==> src/rtl/uart_tx_fifo.sv <==
// uart_tx_fifo: byte queue in front of a UART transmitter.
// A circular buffer with first-word fall-through presentation. The head byte is
// shown on tx_data/tx_wren and is popped when the transmitter pulses tx_accept.
// Pushes that arrive while the queue is full are dropped, and the sticky
// overflow flag records them. The flush input discards everything queued.
module uart_tx_fifo #(
    parameter int DEPTH       = 16,
    parameter int ALMOST_FULL = 12
) (
    input  logic                       uart_clock,
    input  logic                       reset,
    input  logic [7:0]                 wr_data,
    input  logic                       wr_en,
    input  logic                       flush,
    output logic                       full,
    output logic                       almost_full,
    output logic                       empty,
    output logic [$clog2(DEPTH):0]     count,
    output logic                       overflow,
    output logic [7:0]                 tx_data,
    output logic                       tx_wren,
    input  logic                       tx_accept
);

    localparam int AW = $clog2(DEPTH);
    localparam int CW = AW + 1;

    logic [7:0]    mem_r [DEPTH];
    logic [AW-1:0] wr_ptr_r;
    logic [AW-1:0] rd_ptr_r;
    logic [CW-1:0] count_r;
    logic          overflow_r;

    logic          full_s;
    logic          empty_s;
    logic          pop_s;
    logic          push_s;
    logic          drop_s;

    // The depth is a power of two, so the pointers wrap from DEPTH-1 to 0 naturally.
    function automatic logic [AW-1:0] ptr_inc(input logic [AW-1:0] ptr);
        return ptr + AW'(1);
    endfunction

    // Status flags come straight from the registered count, so they add no extra lag.
    always_comb begin
        full_s  = (count_r == CW'(DEPTH));
        empty_s = (count_r == CW'(0));
    end

    // Classify this cycle's request. A pop frees a slot, so a push is taken even when the queue is full.
    always_comb begin
        pop_s  = 1'b0;
        push_s = 1'b0;
        drop_s = 1'b0;
        if (tx_accept && !empty_s) begin
            pop_s = 1'b1;
        end else begin
            pop_s = 1'b0;
        end
        if (wr_en && (!full_s || pop_s)) begin
            push_s = 1'b1;
        end else if (wr_en) begin
            drop_s = 1'b1;
        end else begin
            push_s = 1'b0;
            drop_s = 1'b0;
        end
    end

    // Buffer storage. It has no reset, and a flush cycle writes nothing.
    always_ff @(posedge uart_clock) begin
        if (push_s && !flush) begin
            mem_r[wr_ptr_r] <= wr_data;
        end
    end

    // Pointers, occupancy and the sticky overflow flag. Flush takes priority over push and pop.
    always_ff @(posedge uart_clock or posedge reset) begin
        if (reset) begin
            wr_ptr_r   <= AW'(0);
            rd_ptr_r   <= AW'(0);
            count_r    <= CW'(0);
            overflow_r <= 1'b0;
        end else if (flush) begin
            wr_ptr_r   <= AW'(0);
            rd_ptr_r   <= AW'(0);
            count_r    <= CW'(0);
            overflow_r <= 1'b0;
        end else begin
            if (push_s) begin
                wr_ptr_r <= ptr_inc(wr_ptr_r);
            end
            if (pop_s) begin
                rd_ptr_r <= ptr_inc(rd_ptr_r);
            end
            case ({push_s, pop_s})
                2'b10:   count_r <= count_r + CW'(1);
                2'b01:   count_r <= count_r - CW'(1);
                default: count_r <= count_r;
            endcase
            if (drop_s) begin
                overflow_r <= 1'b1;
            end
        end
    end

    // Drive the outputs. The head byte falls through to the transmitter as soon as it is stored.
    always_comb begin
        full        = full_s;
        empty       = empty_s;
        almost_full = (count_r >= CW'(ALMOST_FULL));
        count       = count_r;
        overflow    = overflow_r;
        tx_wren     = !empty_s;
        tx_data     = mem_r[rd_ptr_r];
    end

endmodule

==> config.mk <==
export PLATFORM = sky130hd
export DESIGN_NAME = uart_tx_fifo
export DESIGN_NICKNAME = d
export VERILOG_FILES = /design/src/rtl/uart_tx_fifo.sv
export SDC_FILE = /design/constraint.sdc
export NUM_CORES = 1
export LEC_CHECK = 0
export CAP_MARGIN = 20
export CORE_MARGIN = 10
export CORE_UTILIZATION = 35
export CTS_BUF_LIST = sky130_fd_sc_hd__clkbuf_2
export CTS_CLUSTER_SIZE = 12
export DETAILED_ROUTE_END_ITERATION = 8
export HOLD_SLACK_MARGIN = 0.1
export PLACE_DENSITY_LB_ADDON = 0.3
export REMOVE_ABC_BUFFERS = 1
export SKIP_LAST_GASP = 1
export SLEW_MARGIN = 40
export SYNTH_ARGS = -nofsm -noshare
export SYNTH_HDL_FRONTEND = slang
export SYNTH_SLANG_ARGS = --single-unit
==> constraint.sdc <==
create_clock -name uart_clock -period 5.2 [get_ports uart_clock]
set_input_delay 1.04 -clock uart_clock [delete_from_list [all_inputs] [get_ports uart_clock]]
set_output_delay 1.04 -clock uart_clock [all_outputs]
set_load 0.05 [all_outputs]
**After elaboration in Yosys (flattened, before gate mapping)**

Memories as Yosys holds them, arrays and structs flattened.
Index checks and enable logic that the tools add are counted.
W data, S select, Z words.

- Muxes and demuxes: 14
- Order comparisons: 1
- Reduce and logical (&&, ||, !) cells: 12
- Eq/ne operators: 3
- $add $sub $neg: 4

Operator list:

| kind | count |
|---|---|
| $mux W4 | 4 |
| $pmux W5 S2 | 1 |
| $add A4 B1 Y4 const B | 2 |
| $mux W1 | 8 |
| $reduce_bool A2 Y1 | 3 |
| $add A5 B1 Y5 const B | 1 |
| $eq A5 B5 Y1 const B | 1 |
| $ge A5 B4 Y1 const B | 1 |
| $logic_not A5 Y1 | 1 |
| $mux W5 | 1 |
| $sub A5 B1 Y5 const B | 1 |
| $logic_and A1 B1 Y1 | 3 |
| $logic_not A1 Y1 | 3 |
| $reduce_bool A3 Y1 | 1 |
| $eq A2 B1 Y1 const B | 1 |
| $eq A2 B2 Y1 const B | 1 |
| $logic_or A1 B1 Y1 | 1 |

- Word-level logic and storage cells: 39
- Memories kept: 1
- Output and inout port bits: 18
- Bits in writable memories: 128
- Flip-flop bits (word level): 14
- Input port bits: 13

Memory list:

| memory | words | width | read ports | clocked after Yosys merged registers in | write ports | RTL line | source |
|---|---|---|---|---|---|---|---|
| mem_r | 16 | 8 | 1 | 0 | 1 | 28 | `logic [7:0] mem_r [DEPTH];` |

**Longest topological paths before layout**

- Depth after elaboration: 10
- Gate-level depth with buffers: 9
- Gate-level depth less buffers: 8

**Worst setup path before layout**

OpenSTA, ideal clock, no wires.

- Kind: register to output
- From: register count_r[0] (netlist: count[0])
- To: output full
- Cell stages (with the launch flop): 4
- Slack: 2.139 ns
- Data required time: 4.160 ns
- Path buffers: 1
- Arrival: 2.021 ns
- Path through: dfrtp_1 > or4_1 > buf_6 > nor2_1

- Word-level cells in the longest chain between the ends: 1

RTL lines:

| item | RTL line | source |
|---|---|---|
| from (decl) | 31 | `logic [CW-1:0] count_r;` |
| from (signal assigned) | 98 | `2'b10: count_r <= count_r + CW'(1);` |
| from (signal assigned) | 99 | `2'b01: count_r <= count_r - CW'(1);` |
| from (signal assigned) | 100 | `default: count_r <= count_r;` |
| $eq A5 B5 Y1 | 47 | `full_s = (count_r == CW'(DEPTH));` |
| to (decl) | 15 | `output logic full,` |

No other way between the ends.

**Worst setup path in the final report**

- From: register rd_ptr_r[0]
- To: output tx_data[6]

- Word-level cells in the longest chain between the ends: 1

RTL lines:

| item | RTL line | source |
|---|---|---|
| from (decl) | 30 | `logic [AW-1:0] rd_ptr_r;` |
| from (signal assigned) | 95 | `rd_ptr_r <= ptr_inc(rd_ptr_r);` |
| $mem_v2 Z16 W8 | -- |  |
| to (decl) | 20 | `output logic [7:0] tx_data,` |

No other way between the ends.

==> impl_results.md <==
* DR WL/cell at 20.8 µm
* Highest clock rate at 220 MHz
* Number of max-capacitance violations reported at 0
* Reg2reg end: count[4]$_DFFE_PP0P_
* Wire length of the first global-routing pass at 18800 µm
* Vias in the first global route at 3114
* Number of cells traversed by the worst hold path at 2
* Max layer used: met4
* Result of the run: finished, final reports clean
* Final max-slew violation count at 0
* CTS-repair resized insts at 0
* Worst setup slack for register-to-register paths at 2.22 ns
* Number of buffers inserted during clock tree synthesis at 17
* Flip-flop cell with the highest count after synthesis: sky130_fd_sc_hd__edfxtp_1
* Clk buf depth at 2
* Via-to-Cell Ratio at 5.14
* Cts hold-fix bufs at 0
* Largest net degree at the start of global routing at 30
* Main area contributors after synthesis: sky130_fd_sc_hd__edfxtp_1 (65%), sky130_fd_sc_hd__mux4_2 (15%), sky130_fd_sc_hd__dfrtp_1 (6.0%)
* Last weighted congestion value of the routability-driven placer at 0.828
* Remaining DRCs at 0
* Post-CTS clock slew at the launch and capture registers of the worst setup and hold paths at 0.17 ns
* Library cell used as clock root buffer: sky130_fd_sc_hd__clkbuf_2
* Number of antenna violations at the first check in global routing at 0
* RSZ-0062 raised after global routing: no
* Critical R2R Launch: count[0]$_DFFE_PP0P_
* Area added between synthesis and finish at 13.3%
* Number of placement rows at 47
* Worst setup EP type: output pin
* Proportion of synthesized chip area in sequential cells at 0.715
* DIE AREA at 22300 µm²
* DR iter-0 viols at 207
* WL met3 at 675 µm
* Total negative slack at 0 ns
* Max FO, Critical Path at 21
* Worst slew margin at 0.483
* IR drop worst, VDD at 0.343 mV
* Number of top-level pins at 31
* Crit path arrival time at 3.51 ns
* Met2 Wirelength at 5920 µm
* Initial DRT Pass Iterations at 4
* TritonCTS clock tree: done
* Post-CTS setup buffer count at 0
* Die height at 149 µm
* Net count, final at 371
* Final setup violation count at 0
* Static leakage at 0.00213 µW
* Post-detailed-route count of antenna-violating nets at 0
* Synthesis-stage register bit count at 142
* Clk Latency, worst-skew pair at 0.65 ns
* CORE AREA at 16500 µm²
* Most frequent cells in the layout: sky130_fd_sc_hd__edfxtp_1 (128), sky130_fd_sc_hd__mux4_2 (40), sky130_fd_sc_hd__clkdlybuf4s50_1 (30)
* Total power density per cell area at 418 nW/µm²
* Final min period at 4.55 ns
* Critical path required time at 4.16 ns
* Hold/Removal Path Class: reg -> reg
* GR Overflow Total at 0
* Final cell count without fillers at 579
* Port Buf Inserts at 30
* HPWL after detailed placement at 7650 µm
* Wire length on met1 at 5270 µm
* Worst Reg2Reg Path Length in Cells at 8
* Total Routed Length at 12100 µm
* Most frequent standard cell in the layout excluding fill and tap cells: sky130_fd_sc_hd__edfxtp_1
* Placed instance count at 550
* Antenna diode count at 0
* Final hold violation count at 0
* Clock skew after layout at 0.0221 ns
* Hold path start: overflow$_DFFE_PP0P_
* Type of the worst setup path: reg -> out
* Number of enable flip-flop cells after synthesis at 128
* Minimum hold slack at 0.540 ns
* Actual transition at the worst max-transition pin at 0.775 ns
* Number of sinks handled by clock tree synthesis at 142
* Asr flop ratio synth at 0.0986
* Horiz. Die Dim at 149 µm
* Number of distinct library cell variants in the gate-level netlist after synthesis at 44
* Post-Synthesis Cell Area at 5870 µm²
* Period utilisation layout at 0.875
* Dominant cell type by area after synthesis: sky130_fd_sc_hd__edfxtp_1
* Avg Synthesized Cell Area at 19.3 µm²
* Worst min-delay path endpoint: overflow$_DFFE_PP0P_
* Global-route usage over all layers at 0.115
* Starting utilization of the core area at 0.355
* Number of vias in the routed layout at 2975
* Gate count of the mapped netlist at 304
* Yosys warning total at 0
* Share of post-route cells with drive strength above 1 at 0.253
* Htree depth at 4
* Sort of element at the start of the critical path: flop
* Top cell type's share of synthesized area at 0.655
-- flip-flops by register name, summed over array words and instances (netlist names) --
register  flops
count         5
mem_r       128
overflow      1
rd_ptr_r      4
wr_ptr_r      4
-- critical path, cell delays in order (launching register included) --
cell and delay [ns]:
sky130_fd_sc_hd__dfrtp_2 0.86, sky130_fd_sc_hd__buf_12 0.26, sky130_fd_sc_hd__mux4_2 0.52, sky130_fd_sc_hd__mux4_2 0.47
sky130_fd_sc_hd__clkdlybuf4s50_1 0.72
-- cell usage after synthesis (2+ instances only) --
| library cell | n |
|---|---|
| sky130_fd_sc_hd__a211oi_1 | 2 |
| sky130_fd_sc_hd__mux4_2 | 40 |
| sky130_fd_sc_hd__buf_4 | 4 |
| sky130_fd_sc_hd__inv_1 | 8 |
| sky130_fd_sc_hd__o41ai_1 | 2 |
| sky130_fd_sc_hd__edfxtp_1 | 128 |
| sky130_fd_sc_hd__o211ai_1 | 3 |
| sky130_fd_sc_hd__nor2b_1 | 5 |
| sky130_fd_sc_hd__xnor2_1 | 3 |
| sky130_fd_sc_hd__or2_2 | 2 |
| sky130_fd_sc_hd__o21ai_1 | 2 |
| sky130_fd_sc_hd__nor3_1 | 3 |
| sky130_fd_sc_hd__nand2_1 | 9 |
| sky130_fd_sc_hd__clkbuf_1 | 6 |
| sky130_fd_sc_hd__a21oi_1 | 5 |
| sky130_fd_sc_hd__o21ai_0 | 2 |
| sky130_fd_sc_hd__dfrtp_1 | 14 |
| sky130_fd_sc_hd__nand3_1 | 4 |
| sky130_fd_sc_hd__xor2_1 | 3 |
| sky130_fd_sc_hd__ha_1 | 8 |
| sky130_fd_sc_hd__nor2_1 | 27 |
| sky130_fd_sc_hd__mux2i_1 | 2 |
-- through the flow --
stage | area, µm² | util | power (µW) | setup slack, ns
6_report | 6650 | 0.402 | 2780 | 0.648
5_1_grt | 6650 | 0.402 | 2940 | 0.362
4_1_cts | 6650 | 0.402 | 2820 | 0.502
3_5_place_dp | 6480 | 0.392 | 2310 | 1.30
3_3_place_gp | 6460 | 0.391 | 2290 | 1.30
2_1_floorplan | 5790 | - | 2030 | 1.45
-- per-layer routing --
layer,vias up,global-route usage
met2,79,0.180
met1,1571,0.147
met5,-,0
li1,1313,-
met3,12,0.0386
met4,0,0.0393
-- how the worst max path moves through the flow --
stage | start | end | cells past startpoint
5_1_grt | rd_ptr_r[0]$_DFFE_PP0P_ | tx_data[6] | 4
3_3_place_gp | tx_accept | mem_r[9][4]$_DFFE_PP_ | 5
4_1_cts | rd_ptr_r[0]$_DFFE_PP0P_ | tx_data[6] | 4
3_5_place_dp | rd_ptr_r[0]$_DFFE_PP0P_ | tx_data[0] | 4
2_1_floorplan | rd_ptr_r[0]$_DFFE_PP0P_ | tx_data[0] | 2
6_report | rd_ptr_r[0]$_DFFE_PP0P_ | tx_data[6] | 4
-- kinds of logic after synthesis --
family	share of synthesized area
XOR/XNOR	0.00895
adder cells (fa/ha/maj)	0.0205
AO/OA/AOI/OAI	0.0341
AND/OR/NAND/NOR	0.0435
multiplexers	0.159
flip-flops	0.715
buffers and inverters	0.0196
-- power by group --
group / switching [µW] / internal (µW) / leakage, µW
Sequential: 87.1 / 1270 / 0.00134
Combinational: 495 / 409 / 0.000669
Clock: 356 / 160 / 0.000115
-- layout make-up --
cell class | instances | area (µm²)
clock buffer | 19 | 95.1
clock inverter | 10 | 76.3
fill | 1465 | 9880
inverter | 10 | 37.5
multi-input combinational | 138 | 1580
sequential | 142 | 4200
tap | 220 | 275
timing repair buffer | 40 | 388
Note: power is estimated with default switching activity, not from simulation.
==> RTL change 1: new RTL, config.mk and constraints unchanged <==
Put a register stage on the output `overflow`, with the module's reset. The value now appears one clock later. The other outputs are not delayed to match.
--- a/src/rtl/uart_tx_fifo.sv
+++ b/src/rtl/uart_tx_fifo.sv
@@ -25,4 +25,6 @@
     localparam int AW = $clog2(DEPTH);
     localparam int CW = AW + 1;
+
+    logic overflow_d;
 
     logic [7:0]    mem_r [DEPTH];
@@ -112,9 +114,17 @@
         almost_full = (count_r >= CW'(ALMOST_FULL));
         count       = count_r;
-        overflow    = overflow_r;
+        overflow_d  = overflow_r;
         tx_wren     = !empty_s;
         tx_data     = mem_r[rd_ptr_r];
     end
 
+    always_ff @(posedge uart_clock or posedge reset) begin
+        if (reset) begin
+            overflow <= '0;
+        end else begin
+            overflow <= overflow_d;
+        end
+    end
+
 endmodule
 
Function: same outputs for any inputs over 4 cycles, from zero or initial values and one cycle with reset high; that may be too few to reach the edited logic, so the function may still have changed.
==> RTL change 1 against the original RTL <==
  * Setup slack gained 0.11 ns
  * Clock skew increased by 0.0058 ns
  * Hold slack worse by 0.13 ns
  * Area after synthesis rose by 0.43%
  * Wire length fell by 2.1%
  * Critical endpoint unchanged
  * Sequential cell count up 1
  * Power increased by 5.0%
  * Count of clock-buffer cells in the layout unchanged
  * Critical path type unchanged
  * Final area up 1.8%
==> RTL change 1: results (changes against the original RTL) <==
[run_status]
outcome = completed  ; unchanged

[synth]
synth-seq-area-share_pct = 71.6  ; was 71.5%
synth_warnings = 0  ; unchanged
ys.flop_type = edfxtp_1  ; unchanged
synth.distinct_cells = 43  ; was 44
synth-edff-count = 128  ; unchanged
synth.area.top_cells = edfxtp_1 (65%), mux4_2 (15%), dfrtp_1 (6.4%), nor2_1 (1.7%), ha_1 (1.7%)  ; was edfxtp_1 (65%), mux4_2 (15%), dfrtp_1 (6.0%), nor2_1 (1.7%), ha_1 (1.7%)
synthTopCellsByCount = edfxtp_1 (128), mux4_2 (40), nor2_1 (27), dfrtp_1 (15), nand2_1 (9)  ; was edfxtp_1 (128), mux4_2 (40), nor2_1 (27), dfrtp_1 (14), nand2_1 (9)
synthArstFlopShare_pct = 10.5  ; was 9.86%

[worst_hold_path]
holdPathStages = 0  ; was 2
worst_hold_path.endpoint = overflow  ; unchanged
min_path_type = reg2reg  ; unchanged
hold_start = overflow_d  ; was overflow

[power_and_ir_drop]
ir_worst_vdd_uv = 500  ; was 343 uV
p_leak_nw = 2.19  ; was 2.13 nW
p_seq_mw = 1.36  ; about the same
comb_power_share_pct = 31.3  ; was 32.5%
p_sw_mw = 0.959  ; was 0.938 mW

[worst_setup_path]
worstSetupStartpoint = rd_ptr_r[0]  ; unchanged
worst-path-max-fanout = 20  ; was 21
reg2reg_slack_ns = 2.24  ; was 2.22 ns
rr_startpoint = count[0]  ; unchanged
rr_worst_depth = 8  ; unchanged
cp-endpoint = tx_data[6]  ; unchanged
worstPathArrival_ns = 3.40  ; was 3.51 ns

[drt]
post_drt_wl_per_cell_um = 20.2  ; was 20.8 um
met1_length_mm = 5.53  ; was 5.27 mm
drtIter0Drc = 217  ; was 207
avgViaCountPerCell = 5.02  ; was 5.14
top_layer = met4  ; unchanged
dr.pass1.iters = 4  ; unchanged
met3_length_um = 629  ; was 675 um
route.met2.wl_mm = 5.46  ; was 5.92 mm

[clocking]
clk_pin_slew_ns = 0.17  ; about the same
cts_root_buf = clkbuf_2  ; unchanged
cts_setup_buffers = 0  ; unchanged
post_cts_resized = 0  ; unchanged
htreeDepth = 4  ; unchanged
cts_hold_buffers = 0  ; unchanged
cts_buffers = 17  ; unchanged
clk_path_buf_depth = 2  ; unchanged

[placed_design]
io_buffers = 30  ; unchanged
place_congestion = 0.839  ; was 0.828
place_hpwl_mm = 7.70  ; was 7.65 mm
place_area_um2 = 6530  ; was 6480 um2

[timing]
worstMarginPinSlew_ns = 0.806  ; was 0.775 ns
finClkSkew_ns = 0.0279  ; was 0.0221 ns

[global_route]
grt_pass1_vias = 3129  ; was 3114
grt_usage_pct = 11.1  ; was 11.5%
use_met1_pct = 15.3  ; was 14.7%
grt_pass1_wl_mm = 18.4  ; was 18.8 mm
grt.met3_usage_pct = 3.50  ; was 3.86%
grt_start_max_net_pins = 25  ; was 30
antenna_found_initial = 0  ; unchanged
use_met2_pct = 16.6  ; was 18.0%

[layout]
largest_register_ffs = 128  ; unchanged
n_antenna_cell = 0  ; unchanged
final_nets = 375  ; was 371
drive_gt1_share_pct = 25.8  ; was 25.3%

## RTL change 1: cell count changes in the layout (fill, tap and decap cells not counted)
| cell | unedited run | this run |
|---|---|---|
| bufinv_16 | 1 | 3 |
| nor2_2 | 8 | 4 |
| buf_4 | 9 | 11 |
| clkinv_1 | 5 | 3 |
| inv_6 | 0 | 1 |
| dfrtp_2 | 1 | 2 |
| clkinv_4 | 1 | 2 |
| nor2_1 | 19 | 23 |
| buf_12 | 1 | 2 |
| clkinv_2 | 3 | 2 |
## RTL change 1: area by class of cell
type	instances	area (um2)
Fill cell	1461	9760
Sequential cell	143	4220
Multi-Input combinational cell	138	1570
Timing Repair Buffer	43	423
Tap cell	220	275
Clock inverter	11	141
Clock buffer	19	95.1
Inverter	10	37.5
## RTL change 1: stage by stage
stage	power (mW)	setup slack, ns	instances	hold slack (ns)	util, %
floorplan	2.04	1.45	291	0.354	-
global placement	2.31	1.34	554	0.370	39.4
detailed placement	2.32	1.39	554	0.378	39.5
CTS	2.96	0.607	584	0.417	40.9
global route	3.08	0.495	584	0.432	40.9
finish	2.92	0.759	584	0.411	40.9
## RTL change 1: logic make-up (layout without fill, tap and decap cells)
| group | after synthesis | in the layout | share of synthesized area (%) |
|---|---|---|---|
| AO/OA/AOI/OAI | 24 | 24 | 3.40 |
| XOR/XNOR | 6 | 6 | 0.892 |
| multiplexers | 43 | 43 | 15.8 |
| flip-flops | 143 | 143 | 71.6 |
| AND/OR/NAND/NOR | 56 | 56 | 4.33 |
| adder cells (fa/ha/maj) | 9 | 9 | 2.04 |
| buffers and inverters | 24 | 83 | 1.95 |
## RTL change 1: critical path, cell delays in order, from the launching register on
cell             delay, ns
dfrtp_2               0.74
buf_12                0.27
mux4_2                0.53
mux4_2                0.48
clkdlybuf4s50_1       0.72
==> RTL change 2: new RTL, same settings <==
Without the edit above. Change the parameter `DEPTH` from 16 to 8.
--- a/src/rtl/uart_tx_fifo.sv
+++ b/src/rtl/uart_tx_fifo.sv
@@ -5,5 +5,5 @@
 // overflow flag records them. The flush input discards everything queued.
 module uart_tx_fifo #(
-    parameter int DEPTH       = 16,
+    parameter int DEPTH       = 8,
     parameter int ALMOST_FULL = 12
 ) (
Interface: changed (resized count); port bits go from 31 to 30. The function was not compared with the original's and may differ.
==> RTL change 2 against the original RTL <==
  * Setup slack improved by 0.52 ns
  * Combinational power fell by 34%
  * Via count fell by 45%
  * Global-route usage fell by 2.1 points
  * Highest routed layer unchanged
  * Area after synthesis fell by 46%
  * Power fell by 41%
  * Register-to-register slack improved by 0.25 ns
  * Sequential cell count fell by 67
  * Synthesized cell count fell by 42%
  * Non-clock buffer count fell by 6
  * Final area fell by 44%
  * Wire length fell by 51%
  * Critical endpoint is now tx_data[5]
==> RTL change 2: results (changes against the original RTL) <==
[placed_design]
place_congestion = 0.721  ; was 0.828
place_hpwl_mm = 3.82  ; was 7.65 mm

[drt]
avgViaCountPerCell = 5.07  ; was 5.14
drtIter0Drc = 96  ; was 207
routed_wl_mm = 5.97  ; was 12.1 mm
route.met2.wl_mm = 2.73  ; was 5.92 mm
met1_length_mm = 2.83  ; was 5.27 mm
dr.pass1.iters = 5  ; was 4

[layout]
buffer_area_share_pct = 8.82  ; was 5.83%
final_nets = 230  ; was 371
n_clock_buffer = 9  ; was 19
inv_count = 5  ; was 10
drive_gt1_share_pct = 26.4  ; was 25.3%
multi_input_cells = 87  ; was 138
clkCellAreaFrac_pct = 3.00  ; was 2.58%
multi_input_comb_area_um2 = 925  ; was 1580 um2

[synth]
yosys_register_bits = 75  ; was 142
synth-edff-count = 64  ; was 128
synth_compound_area_share_pct = 3.88  ; was 3.41%
synthArstFlopShare_pct = 14.7  ; was 9.86%
synthTopCellsByCount = edfxtp_1 (64), mux4_2 (16), nor2_1 (16), dfrtp_1 (11), mux2_2 (8)  ; was edfxtp_1 (128), mux4_2 (40), nor2_1 (27), dfrtp_1 (14), nand2_1 (9)
synth_fa_ha_area_share_pct = 2.22  ; was 2.05%

[power_and_ir_drop]
ir_worst_vdd_uv = 266  ; was 343 uV
p_leak_nw = 1.23  ; was 2.13 nW

[run_status]
outcome = completed  ; unchanged

[clocking]
clock_latency_ns = 0.48  ; was 0.65 ns
clk_pin_slew_ns = 0.20  ; was 0.17 ns

[global_route]
grt_pass1_wl_mm = 9.51  ; was 18.8 mm
grt_start_max_net_pins = 19  ; was 30
grt_pass1_vias = 1791  ; was 3114

[timing]
finClkSkew_ns = 0.0250  ; was 0.0221 ns
holdWs_ns = 0.530  ; was 0.540 ns
relSlewSlack_pct = 49.7  ; was 48.3%

[worst_setup_path]
worstPathArrival_ns = 3.00  ; was 3.51 ns
rr_startpoint = count[2]  ; was count[0]

==> RTL change 2: changes by cell type after synthesis, moves of 5 or more <==
cell	before	now
edfxtp_1	128	64
mux4_2	40	16
nor2_1	27	16
mux2_2	1	8
nand2_1	9	3
nor2b_1	5	0
==> RTL change 2: worst max-delay path: cells and delay by family, from the launching register on <==
kind | cells | cell delay, ns
muxes | 2 | 0.82
buffers and inverters | 2 | 1.05
DFF | 1 | 0.64
==> RTL change 2: how the worst max path moves through the flow <==
stage                           start          to  slack (ns)  cells after the start
final                     rd_ptr_r[0]  tx_data[5]        1.16                      4
after global routing      rd_ptr_r[0]  tx_data[2]        0.98                      4
after CTS                 rd_ptr_r[0]  tx_data[5]        1.06                      4
after detailed placement  rd_ptr_r[0]  tx_data[5]        1.66                      4
after global placement    rd_ptr_r[0]  tx_data[5]        1.67                      4
after floorplan           rd_ptr_r[0]  tx_data[0]        2.30                      2
==> RTL change 2: per-stage QoR <==
step	utilization, %	instances
2_1_floorplan	-	167
3_3_place_gp	41.0	309
3_5_place_dp	41.1	309
4_1_cts	42.4	324
5_1_grt	42.4	324
6_report	42.4	324
==> RTL change 2: power groups by stage <==
stage / clock network, mW / registers (mW) / logic (mW)
2_1_floorplan: 0 / 0.794 / 0.376
3_3_place_gp: 0 / 0.754 / 0.607
3_5_place_dp: 0 / 0.755 / 0.610
4_1_cts: 0.321 / 0.742 / 0.613
5_1_grt: 0.343 / 0.749 / 0.646
6_report: 0.309 / 0.741 / 0.601
==> RTL change 2: per-layer routing <==
metal,GRT usage [%],vias up
met4,2.48,0
li1,-,770
met1,12.1,830
met5,0,-
met3,4.22,5
met2,14.3,39
